### src/rtl/cpu_param.sv
// Parametrised accumulator CPU (A, B, output register, carry flag) with stall, HALT/resume and output strobe.
// Latency: each accepted instruction updates pc/registers/flags on the next clk_cpu rising edge; no pipelining.
// Backpressure: inst_valid=0 freezes all state; HALT holds everything until resume is seen.
module cpu_param #(
    parameter int DATA_W = 4,
    parameter int PC_W   = 4
) (
    input  logic              clk_cpu,
    input  logic              reset,
    input  logic [DATA_W+3:0] inst,
    input  logic              inst_valid,
    input  logic [DATA_W-1:0] io_in,
    input  logic              resume,
    output logic [PC_W-1:0]   pc,
    output logic [DATA_W-1:0] io_out,
    output logic              io_out_stb,
    output logic              carry,
    output logic              halted
);

    typedef enum logic {
        RUN  = 1'b0,
        HALT = 1'b1
    } state_t;

    state_t state, state_nxt;

    logic [3:0]             op;
    logic [DATA_W-1:0]      im;
    logic [DATA_W-1:0]      src;
    logic [DATA_W:0]        sum;
    logic [DATA_W-1:0]      a, b, a_nxt, b_nxt, io_out_nxt;
    logic [PC_W-1:0]        pc_nxt, pc_inc, jmp_tgt;
    logic [DATA_W+PC_W-1:0] im_ext;
    logic                   carry_nxt, stb_nxt;

    assign op      = inst[DATA_W+3:DATA_W];
    assign im      = inst[DATA_W-1:0];
    // Widening first then taking the low PC_W bits gives zero-extension or truncation as needed.
    assign im_ext  = {{PC_W{1'b0}}, im};
    assign jmp_tgt = im_ext[PC_W-1:0];
    assign pc_inc  = pc + 1'b1;
    assign sum     = {1'b0, src} + {1'b0, im};
    assign halted  = (state == HALT);

    // ALU source selection by opcode; MOV-immediate, OUT Im, jumps and NOPs add to zero.
    always_comb begin
        src = '0;
        case (op)
            4'b0000, 4'b0100:          src = a;
            4'b0101, 4'b0001, 4'b1001: src = b;
            4'b0010, 4'b0110:          src = io_in;
            default:                   src = '0;
        endcase
    end

    // Next-state and register-update decode; everything holds unless an instruction executes.
    always_comb begin
        state_nxt  = state;
        pc_nxt     = pc;
        a_nxt      = a;
        b_nxt      = b;
        io_out_nxt = io_out;
        carry_nxt  = carry;
        stb_nxt    = 1'b0;
        if (state == HALT) begin
            if (resume) begin
                state_nxt = RUN;
                pc_nxt    = pc_inc;
            end
        end else if (inst_valid) begin
            pc_nxt    = pc_inc;
            carry_nxt = sum[DATA_W];
            case (op)
                4'b0000, 4'b0011, 4'b0001, 4'b0010: a_nxt = sum[DATA_W-1:0];
                4'b0101, 4'b0111, 4'b0100, 4'b0110: b_nxt = sum[DATA_W-1:0];
                4'b1001, 4'b1011: begin
                    io_out_nxt = sum[DATA_W-1:0];
                    stb_nxt    = 1'b1;
                end
                4'b1111: pc_nxt = jmp_tgt;
                4'b1110: begin
                    carry_nxt = carry;
                    if (!carry) pc_nxt = jmp_tgt;
                end
                4'b1000: begin
                    carry_nxt = carry;
                    pc_nxt    = pc;
                    state_nxt = HALT;
                end
                default: ;
            endcase
        end
    end

    // State, program counter, data registers and flags.
    always_ff @(posedge clk_cpu or posedge reset) begin
        if (reset) begin
            state      <= RUN;
            pc         <= '0;
            a          <= '0;
            b          <= '0;
            io_out     <= '0;
            carry      <= 1'b0;
            io_out_stb <= 1'b0;
        end else begin
            state      <= state_nxt;
            pc         <= pc_nxt;
            a          <= a_nxt;
            b          <= b_nxt;
            io_out     <= io_out_nxt;
            carry      <= carry_nxt;
            io_out_stb <= stb_nxt;
        end
    end

endmodule

### config.mk
export PLATFORM = sky130hd
export DESIGN_NAME = cpu_param
export DESIGN_NICKNAME = d
export VERILOG_FILES = /design/src/rtl/cpu_param.sv
export SDC_FILE = /design/constraint.sdc
export NUM_CORES = 1
export LEC_CHECK = 0
export CORE_MARGIN = 1.5
export CORE_UTILIZATION = 35
export DETAILED_ROUTE_END_ITERATION = 16
export PLACE_DENSITY = 0.68
export SYNTH_ARGS = -nofsm -noshare
export SYNTH_HDL_FRONTEND = slang
export SYNTH_SLANG_ARGS = --single-unit
### constraint.sdc
create_clock -name clk_cpu -period 2.1 [get_ports clk_cpu]
set_clock_uncertainty 0.15 [all_clocks]
set_input_delay 0.42 -clock clk_cpu [delete_from_list [all_inputs] [get_ports clk_cpu]]
set_output_delay 0.42 -clock clk_cpu [all_outputs]
set_load 0.02 [all_outputs]
==> impl_metrics.json <==
{
  "clock_buffers_created_by_tritoncts": 3,
  "synthDistinctLibCells": 32,
  "cts_max_path_buffers": 2,
  "avgRoutedWirePerCell_um": 13.3,
  "slew_headroom": 0.783,
  "clock_sink_count": 19,
  "clock_latency_ns": 0.30,
  "viasPerCell": 4.88,
  "detailedRoute.firstIterationViolations": 61,
  "fin_worst_hold_slack_ns": 0.271,
  "placed_cell_area_um2": 1660,
  "number_of_nets_in_the_finished_design": 193,
  "synthDominantAreaCellType": "sky130_fd_sc_hd__dfrtp_1",
  "min_period_over_period": 0.962,
  "synth_sequential_area_ratio": 0.417,
  "yosysWarnings": 0,
  "antenna_diodes": 0,
  "syn_area_um2": 1140,
  "rsz0062_at_grt": "yes",
  "crit_required_ns": 2.15,
  "postRouteAntennaNets": 0,
  "tritoncts": "built",
  "grt_remaining_overflow": 0,
  "yosys-top-cells-area": "sky130_fd_sc_hd__dfrtp_1, sky130_fd_sc_hd__mux2i_1, sky130_fd_sc_hd__mux2_2, sky130_fd_sc_hd__ha_1, sky130_fd_sc_hd__inv_1",
  "vdd.ir_drop.worst_uv": 506,
  "slew_viol_final": 0,
  "reg2reg_to": "b[3]$_DFFE_PP0P_",
  "synth_enable_flop_cells": 0,
  "number_of_synthesized_register_bits": 19,
  "regToRegStartpoint": "a[0]$_DFFE_PP0P_",
  "tightestPinTransition_ns": 0.324,
  "dr_total_vias": 1045,
  "hold_crit_class": "input pin to asynchronous set/reset pin",
  "dpl.hpwl_um": 2140,
  "finalHoldViolations": 0,
  "critical_path_arrival_ns": 2.07,
  "core-area_um2": 3080,
  "regToRegSetupSlack_ns": 0.17,
  "start_util": 0.371,
  "number_of_global_route_vias_before_repair": 1062,
  "critical_path_class": "input pin to flip-flop",
  "ctsHtreeMaxLevel": 1,
  "chipWidth_um": 60.1,
  "fp.dieH_um": 60.1,
  "root_buffer": "sky130_fd_sc_hd__clkbuf_4",
  "critical_path.startpoint_type": "input pin",
  "result_of_the_run": "finished, final reports clean",
  "post-route-drc-count": 0,
  "drt_pass1_iterations": 4,
  "routed_wl_um": 2840,
  "critical_path.max_fanout": 4,
  "ioPinCount": 27,
  "groute.usage.overall": 0.174,
  "area_delta_synth_final_pct": 55.5,
  "ff_to_ff_path_depth": 8,
  "setup_viol_count_final": 0,
  "grt_antenna_before_repair": 0,
  "synth_largest_type_area_fraction": 0.417,
  "port-buffer-count": 26,
  "timing.max_cap.violations": 0,
  "post_synth.cell_area_avg_um2": 10.3,
  "place_congestion": 0.856,
  "reported_leakage_power_nw": 0.835,
  "final_area_um2": 1770,
  "grt_pass1_wl_um": 4670,
  "synth_flop_cell": "sky130_fd_sc_hd__dfrtp_1",
  "finalCriticalPeriod_ns": 2.02,
  "floorplan.rows": 20,
  "crit_path_end_kind": "flip-flop",
  "post_route_cells_drive_above_1_share": 0.394,
  "mappedNetlistNets": 133,
  "clkSlewWorstSetupHoldPaths_ns": 0.12,
  "fp.dieArea_um2": 3610,
  "fmax_mhz": 495,
  "asyncSetResetFlopFracSynth": 1.00,
  "syn_inst": 111,
  "p_per_area_nw_per_um2": 870,
  "grt_max_degree": 20
}
## layer usage
layer / GRT usage / wire length [um]
met1: 0.216 / 1300
met2: 0.300 / 1410
met3: 0.0260 / 98
met4: 0.0667 / 38
met5: 0 / 0
## through the flow
step / total power [mW] / instances / setup TNS [ns] / setup WS (ns) / util
after detailed placement: 1.31 / 205 / -7.78 / -0.680 / 0.540
final: 1.54 / 214 / 0 / 0.0805 / 0.576
after CTS: 1.53 / 211 / 0 / 0.00724 / 0.556
after global routing: 1.65 / 214 / -0.0646 / -0.0192 / 0.576
after global placement: 1.28 / 205 / -6.57 / -0.605 / 0.540
after floorplan: 1.00 / 111 / -0.0623 / -0.0208 / -
## logic make-up after synthesis
family / share of synthesized area
simple gates: 0.139
xor+xnor: 0.0307
buf+inv: 0.0482
fa+ha+maj: 0.0724
compound gates: 0.137
flops: 0.417
mux: 0.156
## sequential cells by signal (all words and copies together), names as in the netlist
register,cells
carry,1
io_out_stb,1
a,4
io_out,4
pc,4
halted,1
b,4
## timing repair
action	CTS	global route
resized for setup	12	22
setup endpoints to repair	10	10
pin swaps	8	13
hold buffers	0	0
buffers inserted	2	3
## synth_stat cells (2+ instances only)
cell type,number
sky130_fd_sc_hd__ha_1,5
sky130_fd_sc_hd__nor3_2,2
sky130_fd_sc_hd__inv_1,12
sky130_fd_sc_hd__dfrtp_1,19
sky130_fd_sc_hd__a21o_1,2
sky130_fd_sc_hd__a31oi_1,2
sky130_fd_sc_hd__mux2_2,6
sky130_fd_sc_hd__o21ai_0,6
sky130_fd_sc_hd__buf_2,2
sky130_fd_sc_hd__xnor2_1,3
sky130_fd_sc_hd__mux2i_1,11
sky130_fd_sc_hd__nor2_1,6
sky130_fd_sc_hd__nand3_1,2
sky130_fd_sc_hd__nand2_1,9
sky130_fd_sc_hd__a21oi_1,7
## area by class of cell
cell class	count	area [um2]
clock buffers	3	22.5
multi-input cells	78	676
flip-flops and latches	19	475
fillers	288	1300
inverters	12	45.0
repair buffers	57	495
clock inverters	1	5.00
well taps	44	55.1
## worst max-delay path by stage
stage               slack [ns]  cells after the start                     to  startpoint
finish                    0.08                     10       b[3]$_DFFE_PP0P_     inst[7]
detailed placement       -0.68                     10  io_out[3]$_DFFE_PP0P_     inst[7]
floorplan                -0.02                      9       a[3]$_DFFE_PP0P_     inst[6]
CTS                      0.007                      8  io_out[3]$_DFFE_PP0P_     inst[4]
global placement         -0.60                     10       b[3]$_DFFE_PP0P_     inst[7]
global route             -0.02                     12      carry$_DFFE_PP0P_     inst[7]
## where the power goes
part	internal (mW)	total (mW)	leakage [nW]	switching (mW)
Sequential	0.499	0.598	0.224	0.0994
Combinational	0.401	0.753	0.593	0.352
Clock	0.0711	0.193	0.0177	0.122
Total	0.971	1.54	0.835	0.574
## critical path, stage by stage
cell and delay (ns):
sky130_fd_sc_hd__buf_8 0.10, sky130_fd_sc_hd__buf_6 0.11, sky130_fd_sc_hd__a211oi_4 0.29, sky130_fd_sc_hd__nand2_1 0.13, sky130_fd_sc_hd__o21ai_2 0.08, sky130_fd_sc_hd__ha_1 0.23
sky130_fd_sc_hd__a21o_1 0.17, sky130_fd_sc_hd__a21oi_2 0.16, sky130_fd_sc_hd__xnor2_2 0.10, sky130_fd_sc_hd__mux2_2 0.27
## placed cells by master, fill, tap and decap left out, drive strengths merged, types with 2 or more instances in the layout
master,count
a21oi,7
dfrtp,19
nor2,6
mux2,6
nand3,2
ha,5
clkdlybuf4s50,20
a21o,2
dlymetal6s2s,2
o21ai,7
nand2,9
xnor2,3
inv,12
nor3,2
a31oi,2
mux2i,11
clkbuf,6
buf,32
Note: power is estimated with default switching activity, not from simulation.
